==> src/rtl/mem_port_arbiter_if.sv <==
// Bundle of the fetch, memory-stage and RAM-side signals around mem_port_arbiter.
//   slave  : arbiter view (requests, flush and ram_rdata in; grants, returns, stalls, RAM drive out)
//   master : environment view (pipeline requesters plus the RAM model)
interface mem_port_arbiter_if #(
  parameter int unsigned ADDR_W = 32,
  parameter int unsigned DATA_W = 32
);
  // Fetch port
  logic              if_req;
  logic [ADDR_W-1:0] if_addr;
  logic              if_gnt;
  logic              if_rvalid;
  logic [DATA_W-1:0] if_rdata;
  // Memory-stage port
  logic              mem_req;
  logic              mem_we;
  logic [ADDR_W-1:0] mem_addr;
  logic [DATA_W-1:0] mem_wdata;
  logic              mem_gnt;
  logic              mem_rvalid;
  logic [DATA_W-1:0] mem_rdata;
  // Pipeline control
  logic              flush;
  logic              stall_if;
  logic              stall_mem;
  // RAM side
  logic              ram_en;
  logic              ram_we;
  logic [ADDR_W-1:0] ram_addr;
  logic [DATA_W-1:0] ram_wdata;
  logic [DATA_W-1:0] ram_rdata;

  modport slave (
    input  if_req, if_addr, mem_req, mem_we, mem_addr, mem_wdata, flush, ram_rdata,
    output if_gnt, if_rvalid, if_rdata, mem_gnt, mem_rvalid, mem_rdata,
    output stall_if, stall_mem, ram_en, ram_we, ram_addr, ram_wdata
  );

  modport master (
    output if_req, if_addr, mem_req, mem_we, mem_addr, mem_wdata, flush, ram_rdata,
    input  if_gnt, if_rvalid, if_rdata, mem_gnt, mem_rvalid, mem_rdata,
    input  stall_if, stall_mem, ram_en, ram_we, ram_addr, ram_wdata
  );
endinterface

==> src/rtl/mem_port_arbiter.sv <==
// Shares one single-port synchronous RAM between instruction fetch (read-only) and the
// memory stage (load/store). One access is granted per cycle; read data returns exactly one
// cycle later and is routed to the requester that owned the access. MEM has priority, but after
// STARVE_MAX consecutive contended MEM wins the fetch side takes the next contended cycle.
// Ports:
//   clk   : rising-edge clock
//   rst_n : asynchronous active-low reset
//   bus   : mem_port_arbiter_if.slave -- requests/grants, read returns, stalls, flush, RAM drive
module mem_port_arbiter #(
  parameter int unsigned ADDR_W     = 32,
  parameter int unsigned DATA_W     = 32,
  parameter int unsigned STARVE_MAX = 3
) (
  input logic                clk,
  input logic                rst_n,
  mem_port_arbiter_if.slave  bus
);

  localparam logic [3:0] StarveMaxC = 4'(STARVE_MAX);

  typedef enum logic [1:0] {
    OwnNone,
    OwnIf,
    OwnMem
  } owner_e;

  owner_e     owner_q;
  logic [3:0] starve_q;

  logic if_wins;
  logic mem_gnt;
  logic if_gnt;

  // Fetch only wins a contended cycle once MEM has starved it for STARVE_MAX grants;
  // a flush cancels that win and MEM is served instead.
  always_comb begin
    if_wins = bus.if_req & bus.mem_req & ~bus.flush & (starve_q == StarveMaxC);
    mem_gnt = bus.mem_req & ~if_wins;
    if_gnt  = bus.if_req & ~bus.flush & ~mem_gnt;
  end

  assign bus.mem_gnt   = mem_gnt;
  assign bus.if_gnt    = if_gnt;
  assign bus.stall_if  = bus.if_req & ~if_gnt & ~bus.flush;
  assign bus.stall_mem = bus.mem_req & ~mem_gnt;

  assign bus.ram_en    = mem_gnt | if_gnt;
  assign bus.ram_we    = mem_gnt & bus.mem_we;
  assign bus.ram_addr  = mem_gnt ? bus.mem_addr : bus.if_addr;
  assign bus.ram_wdata = bus.mem_wdata;

  // Returns are steered by who owned last cycle's read; a flush in the return cycle
  // kills a fetch return but never a load return.
  assign bus.if_rvalid  = (owner_q == OwnIf) & ~bus.flush;
  assign bus.if_rdata   = bus.ram_rdata;
  assign bus.mem_rvalid = (owner_q == OwnMem);
  assign bus.mem_rdata  = bus.ram_rdata;

  always_ff @(posedge clk or negedge rst_n) begin
    if (!rst_n) begin
      owner_q  <= OwnNone;
      starve_q <= 4'd0;
    end else begin
      if (if_gnt) begin
        owner_q <= OwnIf;
      end else if (mem_gnt && !bus.mem_we) begin
        owner_q <= OwnMem;
      end else begin
        owner_q <= OwnNone;
      end

      // Counts MEM grants that kept a live fetch waiting; flush cycles hold the count.
      if (!bus.if_req || if_gnt) begin
        starve_q <= 4'd0;
      end else if (mem_gnt && !bus.flush && (starve_q != StarveMaxC)) begin
        starve_q <= starve_q + 4'd1;
      end
    end
  end

endmodule

==> src/flat_wrapper.sv <==
// flat-port wrapper written by rule: the top's interface ports become plain ports
module mem_port_arbiter_flat 
#(
  parameter int unsigned ADDR_W     = 32,
  parameter int unsigned DATA_W     = 32,
  parameter int unsigned STARVE_MAX = 3
)
  (clk, rst_n, bus_if_req, bus_if_addr, bus_mem_req, bus_mem_we, bus_mem_addr, bus_mem_wdata, bus_flush, bus_ram_rdata, bus_if_gnt, bus_if_rvalid, bus_if_rdata, bus_mem_gnt, bus_mem_rvalid, bus_mem_rdata, bus_stall_if, bus_stall_mem, bus_ram_en, bus_ram_we, bus_ram_addr, bus_ram_wdata);
  mem_port_arbiter_if #(.ADDR_W(ADDR_W), .DATA_W(DATA_W)) bus_i ();
  input logic clk;
  input logic rst_n;
  input wire logic [$bits(bus_i.if_req)-1:0] bus_if_req;
  input wire logic [$bits(bus_i.if_addr)-1:0] bus_if_addr;
  input wire logic [$bits(bus_i.mem_req)-1:0] bus_mem_req;
  input wire logic [$bits(bus_i.mem_we)-1:0] bus_mem_we;
  input wire logic [$bits(bus_i.mem_addr)-1:0] bus_mem_addr;
  input wire logic [$bits(bus_i.mem_wdata)-1:0] bus_mem_wdata;
  input wire logic [$bits(bus_i.flush)-1:0] bus_flush;
  input wire logic [$bits(bus_i.ram_rdata)-1:0] bus_ram_rdata;
  output wire logic [$bits(bus_i.if_gnt)-1:0] bus_if_gnt;
  output wire logic [$bits(bus_i.if_rvalid)-1:0] bus_if_rvalid;
  output wire logic [$bits(bus_i.if_rdata)-1:0] bus_if_rdata;
  output wire logic [$bits(bus_i.mem_gnt)-1:0] bus_mem_gnt;
  output wire logic [$bits(bus_i.mem_rvalid)-1:0] bus_mem_rvalid;
  output wire logic [$bits(bus_i.mem_rdata)-1:0] bus_mem_rdata;
  output wire logic [$bits(bus_i.stall_if)-1:0] bus_stall_if;
  output wire logic [$bits(bus_i.stall_mem)-1:0] bus_stall_mem;
  output wire logic [$bits(bus_i.ram_en)-1:0] bus_ram_en;
  output wire logic [$bits(bus_i.ram_we)-1:0] bus_ram_we;
  output wire logic [$bits(bus_i.ram_addr)-1:0] bus_ram_addr;
  output wire logic [$bits(bus_i.ram_wdata)-1:0] bus_ram_wdata;
  assign bus_i.if_req = bus_if_req;
  assign bus_i.if_addr = bus_if_addr;
  assign bus_i.mem_req = bus_mem_req;
  assign bus_i.mem_we = bus_mem_we;
  assign bus_i.mem_addr = bus_mem_addr;
  assign bus_i.mem_wdata = bus_mem_wdata;
  assign bus_i.flush = bus_flush;
  assign bus_i.ram_rdata = bus_ram_rdata;
  assign bus_if_gnt = bus_i.if_gnt;
  assign bus_if_rvalid = bus_i.if_rvalid;
  assign bus_if_rdata = bus_i.if_rdata;
  assign bus_mem_gnt = bus_i.mem_gnt;
  assign bus_mem_rvalid = bus_i.mem_rvalid;
  assign bus_mem_rdata = bus_i.mem_rdata;
  assign bus_stall_if = bus_i.stall_if;
  assign bus_stall_mem = bus_i.stall_mem;
  assign bus_ram_en = bus_i.ram_en;
  assign bus_ram_we = bus_i.ram_we;
  assign bus_ram_addr = bus_i.ram_addr;
  assign bus_ram_wdata = bus_i.ram_wdata;
  mem_port_arbiter #(.ADDR_W(ADDR_W), .DATA_W(DATA_W), .STARVE_MAX(STARVE_MAX)) u_core (.clk(clk), .rst_n(rst_n), .bus(bus_i));
endmodule
==> config.mk <==
export PLATFORM = sky130hd
export DESIGN_NAME = mem_port_arbiter_flat
export DESIGN_NICKNAME = d
export VERILOG_FILES = /design/src/rtl/mem_port_arbiter_if.sv /design/src/rtl/mem_port_arbiter.sv /design/src/flat_wrapper.sv
export SDC_FILE = /design/constraint.sdc
export NUM_CORES = 1
export LEC_CHECK = 0
export ABC_AREA = 1
export BUFFER_PORTS_ARGS = -buffer_cell sky130_fd_sc_hd__buf_2
export CAP_MARGIN = 20
export CORE_AREA = 2 2 105 107
export CTS_BUF_LIST = sky130_fd_sc_hd__clkbuf_2
export DETAILED_ROUTE_END_ITERATION = 7
export DIE_AREA = 0 0 107 109
export PLACE_DENSITY = 0.49
export SLEW_MARGIN = 15
export SYNTH_ARGS = -nofsm -noshare
export SYNTH_HDL_FRONTEND = slang
export SYNTH_SLANG_ARGS = --single-unit
==> constraint.sdc <==
create_clock -name clk -period 1.4 [get_ports clk]
set_clock_uncertainty 0.15 [all_clocks]
set_input_delay 0.14 -clock clk [delete_from_list [all_inputs] [get_ports clk]]
set_output_delay 0.14 -clock clk [all_outputs]
set_load 0.02 [all_outputs]
==> Yosys cells after proc, flatten, opt, wreduce, memory -nomap -nowiden <==
Cells that the tools add are included.
{ "op_classes": {"addsub": 1, "n_mul": 0, "div_mod_pow": 0, "n_lt_le_gt_ge": 0, "n_eq_ne": 4, "shifts": 0, "muxes": 5, "bitwise_logic": 16, "n_reduce_logical": 8} }
{ "op_table": {"columns": ["operator", "count"], "rows": [
  ["2-to-1 mux 32 bit", 1],
  ["bitwise AND 1 bit", 11],
  ["2-to-1 mux 4 bit", 2],
  ["adder 4 x 1 -> 4 bit, second input constant", 1],
  ["== test 4 x 2 -> 1 bit, second input constant", 1],
  ["2-to-1 mux 2 bit", 2],
  ["inequality test 4 x 2 -> 1 bit, second input constant", 1],
  ["NOT 1 bit", 4],
  ["logical AND 1 bit", 3],
  ["zero test 1 bit", 3],
  ["== test 2 x 1 -> 1 bit, second input constant", 1],
  ["== test 2 bit, second input constant", 1],
  ["nonzero test 2 bit", 1],
  ["logical OR 1 bit", 1],
  ["OR 1 bit", 1]
]} }
{ "word_totals": {"ff_bits": 6, "latchBits": 0, "ram_bits": 0, "rom_bits": 0, "input_bits": 134, "output_inout_bits": 136, "elab_cells": 36, "mem_count": 0} }

==> Longest topological paths before layout <==
Gate-level depths: netlist of the first run.
{ "logic_depth": {"word_depth": 10, "ltp_mapped": 9, "ltp_nobuf": 8} }

==> Worst setup path before layout of the first run <==
No wires, ideal clock.
{ "synth_path": {"kind": "reg-to-output", "start": "register u_core.starve_q[0]", "end": "output port bus_ram_addr[15]", "arrival_time_ns": 1.347, "t_required_ns": 1.110, "slack_ns": -0.237, "path_stages_with_launch": 10, "n_path_buf": 1, "path_cell_list": "dfrtp_1 -> ha_1 -> nand2_1 -> nor2_1 -> nand2_2 -> nand2_4 -> inv_4 -> buf_6 -> nand2_2 -> nand2_1"} }
{ "synth_between": {"elab_chain_len": 5} }
{ "synth_lines": {"columns": ["element", "line_no", "rtl"], "rows": [
  ["start, declared", "mem_port_arbiter.sv:28", "logic [3:0] starve_q;"],
  ["start signal, assigned", "mem_port_arbiter.sv:76", "starve_q <= starve_q + 4'd1;"],
  ["== test 4 x 2 -> 1 bit", "mem_port_arbiter.sv:37", "if_wins = bus.if_req & bus.mem_req & ~bus.flush & (starve_q == StarveMaxC);"],
  ["bitwise AND 1 bit", "mem_port_arbiter.sv:37", null],
  ["NOT 1 bit", "mem_port_arbiter.sv:38", "mem_gnt = bus.mem_req & ~if_wins;"],
  ["bitwise AND 1 bit", "mem_port_arbiter.sv:38", null],
  ["named net bus_mem_gnt", "flat_wrapper.sv:23", "output wire logic [$bits(bus_i.mem_gnt)-1:0] bus_mem_gnt;"],
  ["2-to-1 mux 32 bit", "mem_port_arbiter.sv:49", "assign bus.ram_addr = mem_gnt ? bus.mem_addr : bus.if_addr;"],
  ["end, declared", "flat_wrapper.sv:30", "output wire logic [$bits(bus_i.ram_addr)-1:0] bus_ram_addr;"]
]} }
The timed path passes the listed nets, and every way through them passes these cells.

==> Final worst setup path of the first run <==
{ "layout_path": {"start": "register u_core.starve_q[1]", "end": "output port bus_ram_addr[0]"} }
{ "layout_between": {"elab_chain_len": 5} }
{ "layout_lines": {"columns": ["element", "line_no"], "rows": [
  ["== test 4 x 2 -> 1 bit", "mem_port_arbiter.sv:37"],
  ["bitwise AND 1 bit", "mem_port_arbiter.sv:37"],
  ["NOT 1 bit", "mem_port_arbiter.sv:38"],
  ["bitwise AND 1 bit", "mem_port_arbiter.sv:38"],
  ["2-to-1 mux 32 bit", "mem_port_arbiter.sv:49"]
]} }
Every way passes these cells.

==> metrics.md, run 1 <==
| Metric | Value |
|---|---|
| DIE AREA | `approximately 12,000 sq um` |
| R2R cell count | `11` |
| Dominant cells by area after synthesis | `buf_4 49%, nand2_1 24%, dfrtp_1 9.9%, nand2_2 4.1%, inv_1 2.2%` |
| Leakage | `1.28 nW` |
| CTS Buf Count | `3` |
| Vias per cell | `3.58` |
| Cell area after synthesis | `between 1500 and 2000 sq um` |
| CTS tree | `built` |
| Routed Antenna Nets | `0` |
| Worst vdd ir | `between 150 and 200 uV` |
| Worst flop-to-flop path endpoint | `u_core.starve_q[0]$_DFFE_PN0P_` |
| Worst Path Arrival | `about 1700 ps` |
| Hold wc startpoint | `bus_if_req` |
| Vias in the first global route | `roughly 1,400` |
| Period utilisation layout | `142%` |
| Slew margin rel. | `between 70% and 80%` |
| Final WS setup | `-584 ps` |
| Sequential share of the synthesized area | `approximately a tenth` |
| Share of layout cells above drive strength 1 | `74.7%` |
| Reg-to-reg critical path startpoint | `u_core.starve_q[1]$_DFFE_PN0P_` |
| DRC Markers | `0` |
| WL met3 | `~680 um` |
| Placer Congestion | `0.754` |
| Met1 WL | `1620 um` |
| Syn Nets | `383` |
| CP required | `about 1100 ps` |
| Final Max Slew Viols | `0` |
| Clock Path Buffers | `2` |
| Post-route cell area | `between 2000 and 2500 sq um` |
| Root Driver | `clkbuf_2` |
| Die Width | `between 100 and 150 um` |
| Synth area leader | `buf_4` |
| Power Dens Cells | `about 430 nW/um^2` |
| GRT Total Usage | `between 8 and 9%` |
| Post-Layout Cell Count | `between 400 and 500` |
| Ports | `270` |
| Critical Path Fanout Max | `8` |
| Final nets | `429` |
| Unrepaired setup endpoints after global routing | `yes` |
| Synth cell types | `18` |
| Clock transition at path regs | `approximately 60 ps` |
| Crit. End Element | `output pin` |
| Final Power | `0.967 mW` |
| Crit path time final | `between 1500 and 2000 ps` |
| Vias | `roughly 1,500` |
| ANT cells | `0` |
| Num rows | `38` |
| Reg2reg setup slack | `-400 ps` |
| Setup TNS Final | `-20,930 ps` |
| Mean Syn Cell Area | `6.13 sq um` |
| Hold Path Class | `input pin to flip-flop` |
| Final WL | `5730 um` |
| Hold Path End | `u_core.starve_q[3]$_DFFE_PN0P_` |
| Post-detail-place hpwl | `between 4000 and 5000 um` |
| Commonest non-fill, non-tap cell in the layout | `buf_2` |
| Hold path cells | `4` |
| Yosys warnings | `0` |
| Syn Inst Count | `248` |
| Fmax | `504 MHz` |
| Fin Hold WS | `between 100 and 150 ps` |
| Number of H-tree levels | `1` |
| Uppermost layer routed | `met4` |
| Storage element area | `~150 sq um` |
| DP Cell Count | `~410` |
| Core area | `roughly 11,000 sq um` |
| Yosys reg bits | `6` |
| Worst-margin pin slew | `370 ps` |
| Finished Core Util | `21.3%` |
| CP Class | `flip-flop to output pin` |
| Routed length per placed instance | `13.3 um` |
| Synth top area share | `between 40% and 50%` |
| Final Setup Violations | `42` |
| WL met2 | `3370 um` |
| Startpoint Class | `flip-flop` |
| Dpl ws | `-340 ps` |
| First-pass GRT wire length | `7470 um` |
| Layout fillers | `roughly 1,200` |
| Commonest non-fill, non-tap cells in the layout | `73 x buf_2, 48 x nand2_1, 46 x buf_4` |
| Multi-input logic area | `approximately 800 sq um` |
| Maxcap violations | `0` |
| Area delta synth->final | `48.9%` |
| Fin. Hold Viols | `0` |
| Clk Latency, worst-skew pair | `220 ps` |
| Num Clock Sinks | `6` |
| Starting Density | `14.3%` |
| Grt ovf | `0` |
| Largest net degree at the start of global routing | `18` |
| Drt pass-1 iters | `4` |
| Status | `finished with violations` |
| Die H | `109 um` |
| Starting DRT DRC Count | `36` |
| PortBufs | `approximately 110` |
| Initial antenna violation count | `0` |
| Placed Area | `1760 sq um` |
| Violations in the final reports | `setup timing` |
==> flip-flops by register name, indices dropped and copies added (netlist names) <==
signal,cells
u_core.owner_q,2
u_core.starve_q,4
==> layer usage <==
layer | vias to the layer above | GRT usage [%]
met5 | - | 0
met4 | 0 | 1.67
met3 | 8 | 4.00
met2 | 146 | 17.9
met1 | 659 | 7.15
li1 | 735 | -
==> kinds of logic after synthesis <==
logic type                 Yosys count  synth area share [%]
AOI/OAI and AO/OA                    4                  1.48
xor gates and xnor gates             1                 0.576
adders and majority gates            1                 0.823
buffers and inverters              113                  54.0
DFF                                  6                  9.88
and+or+nand+nor                    123                  33.3
==> synth_stat cells, drive strengths merged <==
master / instances
ha: 1
nand3: 5
xor2: 1
o21bai: 1
buf: 102
dfrtp: 6
inv: 11
o21ai: 2
a21oi: 1
or2: 1
nor2: 9
nand2: 108
==> power breakdown <==
part / leakage (nW) / switching, mW / internal (mW)
logic: 1.18 / 0.341 / 0.325
registers: 0.0815 / 0.00278 / 0.179
clock network: 0.0125 / 0.0610 / 0.0579
total: 1.28 / 0.404 / 0.562
==> area by class of cell <==
| type | count | area share, % |
|---|---|---|
| Clock buffer | 3 | 0.663 |
| Multi-Input combinational cell | 129 | 35.9 |
| Timing Repair Buffer | 143 | 46.8 |
| Tap cell | 140 | 7.74 |
| Inverter | 11 | 2.27 |
| Sequential cell | 6 | 6.63 |
==> worst max-delay path by stage <==
stage	startpoint	endpoint	slack, ps	cells past startpoint
after global placement	u_core.starve_q[1]$_DFFE_PN0P_	bus_ram_addr[18]	-310	9
after global routing	u_core.starve_q[1]$_DFFE_PN0P_	bus_ram_addr[28]	-670	10
after CTS	u_core.starve_q[0]$_DFFE_PN0P_	bus_ram_addr[21]	-560	10
final	u_core.starve_q[1]$_DFFE_PN0P_	bus_ram_addr[0]	-580	10
after floorplan	u_core.starve_q[0]$_DFFE_PN0P_	bus_ram_addr[15]	-130	9
after detailed placement	u_core.starve_q[1]$_DFFE_PN0P_	bus_ram_addr[21]	-340	9
==> critical path, cell delays in order (launching register included) <==
cell and delay (ps):
dfrtp_1 360, ha_2 200, nand2_2 90, nor2_4 120, nand2_4 80, nand2_8 130, inv_8 60, clkbuf_16 160
nand2_2 70, nand2_4 40, buf_4 150
==> repair_timing <==
item | CTS | global route
cloned | 2 | 1
setup endpoints to repair | 38 | 43
hold endpoints to repair | 7 | 0
pin swaps | 4 | 4
hold buffers | 2 | 0
setup buffers | 10 | 6
resized for setup | 73 | 17
Note: power is estimated with default switching activity, not from simulation.
==> run 2: changes to the inputs <==
--- a/config.mk
+++ b/config.mk
@@ -5,14 +5,14 @@
 export SDC_FILE = /design/constraint.sdc
 export NUM_CORES = 1
 export LEC_CHECK = 0
-export ABC_AREA = 1
 export BUFFER_PORTS_ARGS = -buffer_cell sky130_fd_sc_hd__buf_2
 export CAP_MARGIN = 20
-export CORE_AREA = 2 2 105 107
+export CORE_AREA = 2 2 104 106
 export CTS_BUF_LIST = sky130_fd_sc_hd__clkbuf_2
 export DETAILED_ROUTE_END_ITERATION = 7
-export DIE_AREA = 0 0 107 109
+export DIE_AREA = 0 0 106 108
 export PLACE_DENSITY = 0.49
+export SETUP_SLACK_MARGIN = 0.2
 export SLEW_MARGIN = 15
 export SYNTH_ARGS = -nofsm -noshare
 export SYNTH_HDL_FRONTEND = slang
==> metrics.md, run 2 <==
| Metric | Value |
|---|---|
| Yosys reg bits | `6 (unchanged)` |
| Dominant cells by area after synthesis | `buf_4 49%, mux2_2 24%, dfrtp_1 10%, buf_8 3.1%, nand3_1 2.0% (was buf_4 49%, nand2_1 24%, dfrtp_1 9.9%, nand2_2 4.1%, inv_1 2.2%)` |
| Clk Latency, worst-skew pair | `210 ps (was 220 ps)` |
| Fmax | `425 MHz (was 504 MHz)` |
| Commonest non-fill, non-tap cell in the layout | `buf_2 (unchanged)` |
| Max reg flops | `4 (unchanged)` |
| Yosys warnings | `0 (unchanged)` |
| Final WL | `4340 um (was 5730 um)` |
| Largest net degree at the start of global routing | `25 (was 18)` |
| Crit. End Element | `output pin (unchanged)` |
| Worst Path Arrival | `2060 ps (was 1690 ps)` |
| Vias per cell | `3.41 (was 3.58)` |
| Ports | `270 (unchanged)` |
| Startpoint Class | `flip-flop (unchanged)` |
| Vias in the first global route | `1,069 (was 1,416)` |
| Layout fillers | `1,127 (was 1,192)` |
| Vias | `1,134 (was 1,548)` |
| Clock transition at path regs | `50 ps (was 60 ps)` |
| Starting DRT DRC Count | `46 (was 36)` |
| Unrepaired setup endpoints after global routing | `yes (unchanged)` |
| Period utilisation layout | `168% (was 142%)` |
| Violations in the final reports | `setup timing (unchanged)` |
| Ys async rst share | `100% (unchanged)` |
| Placer Congestion | `0.659 (was 0.754)` |
| Synth cell types | `24 (was 18)` |
| Share of layout cells above drive strength 1 | `89.3% (was 74.7%)` |
| Critical Path Fanout Max | `6 (was 8)` |
| Post-synth EDFFs | `0 (unchanged)` |
| Sequential share of the synthesized area | `10.2% (was 9.88%)` |
| Hold path cells | `3 (was 4)` |
| Post-detail-place hpwl | `3480 um (was 4250 um)` |
| Routed Antenna Nets | `0 (unchanged)` |
| First-pass GRT wire length | `5330 um (was 7470 um)` |
| R2R cell count | `7 (was 11)` |
| Area delta synth->final | `36.7% (was 48.9%)` |
| Synth area leader | `buf_4 (unchanged)` |
| Largest registers | `u_core.starve_q (4), u_core.owner_q (2) (unchanged)` |
| Final Power | `0.916 mW (was 0.967 mW)` |
| CTS Buf Count | `3 (unchanged)` |
| Primary FF master, synth | `dfrtp_1 (unchanged)` |
| Final Setup Violations | `41 (was 42)` |
| Number of H-tree levels | `1 (unchanged)` |
| Final WS setup | `-955 ps (was -584 ps)` |
| Initial antenna violation count | `0 (unchanged)` |
| Die Width | `106 um (was 107 um)` |
| Top reg by flops | `u_core.starve_q (unchanged)` |
| Slew margin rel. | `83.3% (was 75.3%)` |
| Syn Nets | `303 (was 383)` |
| CTS tree | `built (unchanged)` |
| Post-synth top cells | `96 x buf_4, 31 x mux2_2, 6 x dfrtp_1, 6 x nand3_1 (was 99 x buf_4, 97 x nand2_1, 10 x nand2_2, 9 x inv_1, 8 x nor2_1)` |
| Setup TNS Final | `-33,870 ps (was -20,930 ps)` |
| Multi-input logic area | `733 sq um (was 812 sq um)` |
| Cell area after synthesis | `1470 sq um (was 1520 sq um)` |
| Fin. Hold Viols | `0 (unchanged)` |
| Commonest non-fill, non-tap cells in the layout | `81 x buf_2, 32 x mux2_4, 31 x buf_6 (was 73 x buf_2, 48 x nand2_1, 46 x buf_4)` |
| Routed length per placed instance | `13.0 um (was 13.3 um)` |
| Maxcap violations | `0 (unchanged)` |
| Power Dens Cells | `455 nW/um^2 (was 427 nW/um^2)` |
| Leakage | `1.05 nW (was 1.28 nW)` |
| Worst vdd ir | `137 uV (was 186 uV)` |
| Mean Syn Cell Area | `8.76 sq um (was 6.13 sq um)` |
| Crit path time final | `2350 ps (was 1980 ps)` |
| Final nets | `334 (was 429)` |
| Root Driver | `clkbuf_2 (unchanged)` |
| Syn Inst Count | `168 (was 248)` |
| Storage element area | `150 sq um (unchanged)` |
| Synth top area share | `49.0% (was 48.9%)` |
| PortBufs | `109 (unchanged)` |
| Worst-margin pin slew | `250 ps (was 370 ps)` |
| Cell with the most instances after synthesis | `buf_4 (unchanged)` |
| Starting Density | `14.4% (was 14.3%)` |
| CP required | `1110 ps (about the same)` |
| Fin Hold WS | `113 ps (was 118 ps)` |
| Drt pass-1 iters | `2 (was 4)` |
| GRT Total Usage | `5.94% (was 8.51%)` |
| DRC Markers | `0 (unchanged)` |
| Hold Path Class | `input pin to flip-flop (unchanged)` |
| Die H | `108 um (was 109 um)` |
| Status | `finished with violations (unchanged)` |
| Core area | `10,200 sq um (was 10,600 sq um)` |
| Num rows | `37 (was 38)` |
| Clock Path Buffers | `2 (unchanged)` |
| ANT cells | `0 (unchanged)` |
| Grt ovf | `0 (unchanged)` |
| DIE AREA | `11,400 sq um (was 11,700 sq um)` |
| Num Clock Sinks | `6 (unchanged)` |
| Final Max Slew Viols | `0 (unchanged)` |
| CP Class | `flip-flop to output pin (unchanged)` |
==> run 2: cell families after synthesis <==
family          count (synthesis)  share of synthesized area [%]
buf+inv                       103                           53.1
mux                            32                           24.5
simple gates                   21                           8.50
flops                           6                           10.2
compound gates                  5                           2.81
fa+ha+maj                       1                          0.850
==> run 2: final timing paths <==
path | endpoint | startpoint | slack [ps]
worst max-delay path | bus_ram_addr[6] | u_core.starve_q[1]$_DFFE_PN0P_ | -950
worst min-delay path | u_core.starve_q[0]$_DFFE_PN0P_ | bus_mem_req | 110
worst max register to register | u_core.starve_q[1]$_DFFE_PN0P_ | u_core.starve_q[1]$_DFFE_PN0P_ | -380
worst min register to register | u_core.starve_q[0]$_DFFE_PN0P_ | u_core.starve_q[0]$_DFFE_PN0P_ | 440
max in group asynchronous | u_core.starve_q[2]$_DFFE_PN0P_ | rst_n | 820
min in group asynchronous | u_core.starve_q[3]$_DFFE_PN0P_ | rst_n | 130
==> run 2: power by group <==
part           internal, mW  total, mW  switching [mW]
clock network        0.0580      0.115          0.0571
registers             0.178      0.182         0.00346
logic                 0.353      0.619           0.266
total                 0.590      0.916           0.327
==> run 2: critical path, cell delays in order (launching register included) <==
cell and delay (ps):
dfrtp_1 350, ha_2 190, or3b_4 400, o21ai_4 170, buf_12 150, clkbuf_16 150, mux2_4 310, buf_6 130
==> run 2: timing repair <==
action                                  in CTS  in global routing
endpoints found under the hold margin        7                  0
endpoints found under the setup margin      45                 45
pin swaps                                    0                  2
setup buffers                                0                  2
resized for setup                            9                 71
hold buffers                                 2                  0
gates cloned                                 0                  3
==> run 2: area by class of cell <==
cell class              instances  share of cell area [%]
inverters                       3                   0.560
well taps                     136                    8.46
clock buffers                   3                   0.746
multi-input cells              59                    36.4
repair buffers                126                    46.3
flip-flops and latches          6                    7.46
==> run 2: per-layer routing <==
metal  track usage [%]  routed length, um  up-vias
li1                  -                  -      519
met1              5.77               1360      501
met2              10.5               2250      100
met3              3.38                658       14
met4              2.44                 70        0
met5                 0                  0        -
==> run 2: metrics by stage <==
stage	setup slack [ps]	cell area (sq um)	util (%)	instances
3_3_place_gp	-715	1620	15.8	323
5_1_grt	-1020	2010	19.7	333
2_1_floorplan	-638	1590	-	168
3_5_place_dp	-750	1620	15.8	323
6_report	-955	2010	19.7	333
4_1_cts	-1000	1680	16.5	328
==> run 3: changes to the inputs <==
==> constraint.sdc (replaced) <==
create_clock -name clk -period 1.4 [get_ports clk]
set_clock_uncertainty 0.15 [all_clocks]
set_input_delay 0.42 -clock clk [delete_from_list [all_inputs] [get_ports clk]]
set_output_delay 0.42 -clock clk [all_outputs]
set_load 0.02 [all_outputs]
==> metrics.md, run 3 (synthesis results as in run 2) <==
| Metric | Value |
|---|---|
| Fmax | `377 MHz (was 425 MHz)` |
| Post-detail-place hpwl | `3550 um (was 3480 um)` |
| Hold path cells | `3 (unchanged)` |
| PortBufs | `109 (unchanged)` |
| ANT cells | `0 (unchanged)` |
| DRC Markers | `0 (unchanged)` |
| Area delta synth->final | `50.3% (was 36.7%)` |
| Max reg flops | `4 (unchanged)` |
| CP Class | `flip-flop to output pin (unchanged)` |
| Critical Path Fanout Max | `8 (was 6)` |
| Largest registers | `u_core.starve_q (4), u_core.owner_q (2) (unchanged)` |
| Setup TNS Final | `-46,370 ps (was -33,870 ps)` |
| Period utilisation layout | `189% (was 168%)` |
| Starting Density | `14.4% (unchanged)` |
| Worst-margin pin slew | `193 ps (was 250 ps)` |
| Vias per cell | `3.51 (was 3.41)` |
| DIE AREA | `11,400 sq um (unchanged)` |
| Crit path time final | `2650 ps (was 2350 ps)` |
| CP Depth | `7 (unchanged)` |
| Root Driver | `clkbuf_2 (unchanged)` |
| Commonest non-fill, non-tap cells in the layout | `68 x buf_2, 51 x buf_6, 32 x mux2_4 (was 81 x buf_2, 32 x mux2_4, 31 x buf_6)` |
| Share of layout cells above drive strength 1 | `91.3% (was 89.3%)` |
| Die Width | `106 um (unchanged)` |
| CP dominant cell by count | `buf_6` |
| Drt pass-1 iters | `4 (was 2)` |
| Fin. Hold Viols | `0 (unchanged)` |
| Clock Path Buffers | `2 (unchanged)` |
| CTS tree | `built (unchanged)` |
| Starting DRT DRC Count | `14 (was 46)` |
| R2R cell count | `8 (was 7)` |
| Final WL | `4840 um (was 4340 um)` |
| Clock transition at path regs | `50 ps (about the same)` |
| Clk Latency, worst-skew pair | `210 ps (about the same)` |
| Startpoint Class | `flip-flop (unchanged)` |
| CTS Buf Count | `3 (unchanged)` |
| Num rows | `37 (unchanged)` |
| Status | `finished with violations (unchanged)` |
| Routed Antenna Nets | `0 (unchanged)` |
| Slowest CP cell | `or3b_4 (unchanged)` |
| Num Clock Sinks | `6 (unchanged)` |
| Layout fillers | `1,100 (was 1,127)` |
| Vias | `1,205 (was 1,134)` |
| Grt ovf | `0 (unchanged)` |
| Violations in the final reports | `setup timing (unchanged)` |
| Routed length per placed instance | `14.1 um (was 13.0 um)` |
| Number of H-tree levels | `1 (unchanged)` |
| Core area | `10,200 sq um (unchanged)` |
| Final WS setup | `-1250 ps (was -955 ps)` |
| GRT Total Usage | `6.79% (was 5.94%)` |
| Final nets | `344 (was 334)` |
| Unrepaired setup endpoints after global routing | `yes (unchanged)` |
| Final Power | `0.992 mW (was 0.916 mW)` |
| Worst vdd ir | `323 uV (was 137 uV)` |
| First-pass GRT wire length | `6080 um (was 5330 um)` |
| Power Dens Cells | `448 nW/um^2 (was 455 nW/um^2)` |
| Maxcap violations | `0 (unchanged)` |
| Leakage | `1.15 nW (was 1.05 nW)` |
| Cell Chain, Critical Path | `ha_2, or3b_4, o21ai_4, buf_6, clkbuf_16, mux2_4, buf_6 (was ha_2, or3b_4, o21ai_4, buf_12, clkbuf_16, mux2_4, buf_6)` |
| Top reg by flops | `u_core.starve_q (unchanged)` |
| Commonest non-fill, non-tap cell in the layout | `buf_2 (unchanged)` |
| Cell family with most CP delay | `buffers and inverters (unchanged)` |
| Hold Path Class | `input pin to flip-flop (unchanged)` |
| Final Setup Violations | `45 (was 41)` |
| Final Max Slew Viols | `0 (unchanged)` |
| Slew margin rel. | `87.1% (was 83.3%)` |
| Delay of the slowest cell on the worst path | `390 ps (was 400 ps)` |
| Die H | `108 um (unchanged)` |
| Initial antenna violation count | `1 (was 0)` |
| Worst Path Arrival | `2080 ps (was 2060 ps)` |
| Placer Congestion | `0.634 (was 0.659)` |
| Vias in the first global route | `1,192 (was 1,069)` |
| Ports | `270 (unchanged)` |
| Buffers & Inverters on Critical Path | `3 (unchanged)` |
| Largest net degree at the start of global routing | `17 (was 25)` |
| Crit. End Element | `output pin (unchanged)` |
| CP required | `830 ps (was 1110 ps)` |
==> run 3: layer usage <==
metal | routed length (um) | up-vias | part of all wire, % | global-route usage, %
met5 | 0 | - | 0 | 0
li1 | - | 535 | - | -
met4 | 99 | 0 | 2.0 | 2.16
met2 | 2480 | 118 | 51 | 12.6
met1 | 1620 | 534 | 33 | 6.78
met3 | 638 | 18 | 13 | 3.13
==> run 3: worst reg2reg max path, stage by stage, from the launching register on <==
cell and delay, ps:
dfrtp_1 350, ha_2 180, or3b_4 390, buf_4 150
buf_6 110, nand3_2 70, inv_2 40, buf_4 120
a32o_1 190
==> run 3: what timing repair did <==
action | in CTS | in global routing
gates cloned | 1 | 2
gates resized for setup | 26 | 84
pin swaps | 2 | 3
hold buffers | 1 | 0
setup buffers | 4 | 3
hold endpoints to repair | 6 | 0
endpoints found under the setup margin | 46 | 46
==> run 3: cell type report <==
cell class	count	area, sq um	area share, %
inverters	3	13.8	0.622
clock buffers	3	15.0	0.679
multi-input cells	59	743	33.6
well taps	136	170	7.69
repair buffers	136	1120	50.6
flip-flops and latches	6	150	6.79
==> run 3: final timing paths <==
path,startpoint,endpoint,slack [ps]
max,u_core.starve_q[1]$_DFFE_PN0P_,bus_ram_addr[20],-1250
min,bus_mem_we,u_core.owner_q[1]$_DFF_PN0_,310
max reg2reg,u_core.starve_q[1]$_DFFE_PN0P_,u_core.starve_q[1]$_DFFE_PN0P_,-470
min reg2reg,u_core.starve_q[0]$_DFFE_PN0P_,u_core.starve_q[0]$_DFFE_PN0P_,430
max in group asynchronous,rst_n,u_core.starve_q[3]$_DFFE_PN0P_,530
min in group asynchronous,rst_n,u_core.starve_q[2]$_DFFE_PN0P_,420
==> run 3: power breakdown <==
group	switching (mW)	internal (mW)
Clock	0.0553	0.0579
Combinational	0.287	0.409
Sequential	0.00394	0.179
Total	0.347	0.645
==> run 3: metrics by stage <==
| stage | setup WS, ps | instances | utilization, % | hold WS (ps) | area [sq um] |
|---|---|---|---|---|---|
| 2_1_floorplan | -918 | 168 | - | -25.6 | 1630 |
| 5_1_grt | -1350 | 343 | 21.6 | 284 | 2210 |
| 4_1_cts | -1280 | 338 | 18.2 | 291 | 1860 |
| 3_5_place_dp | -1080 | 329 | 16.6 | 107 | 1700 |
| 3_3_place_gp | -1010 | 329 | 16.6 | 105 | 1700 |
| 6_report | -1250 | 343 | 21.6 | 307 | 2210 |
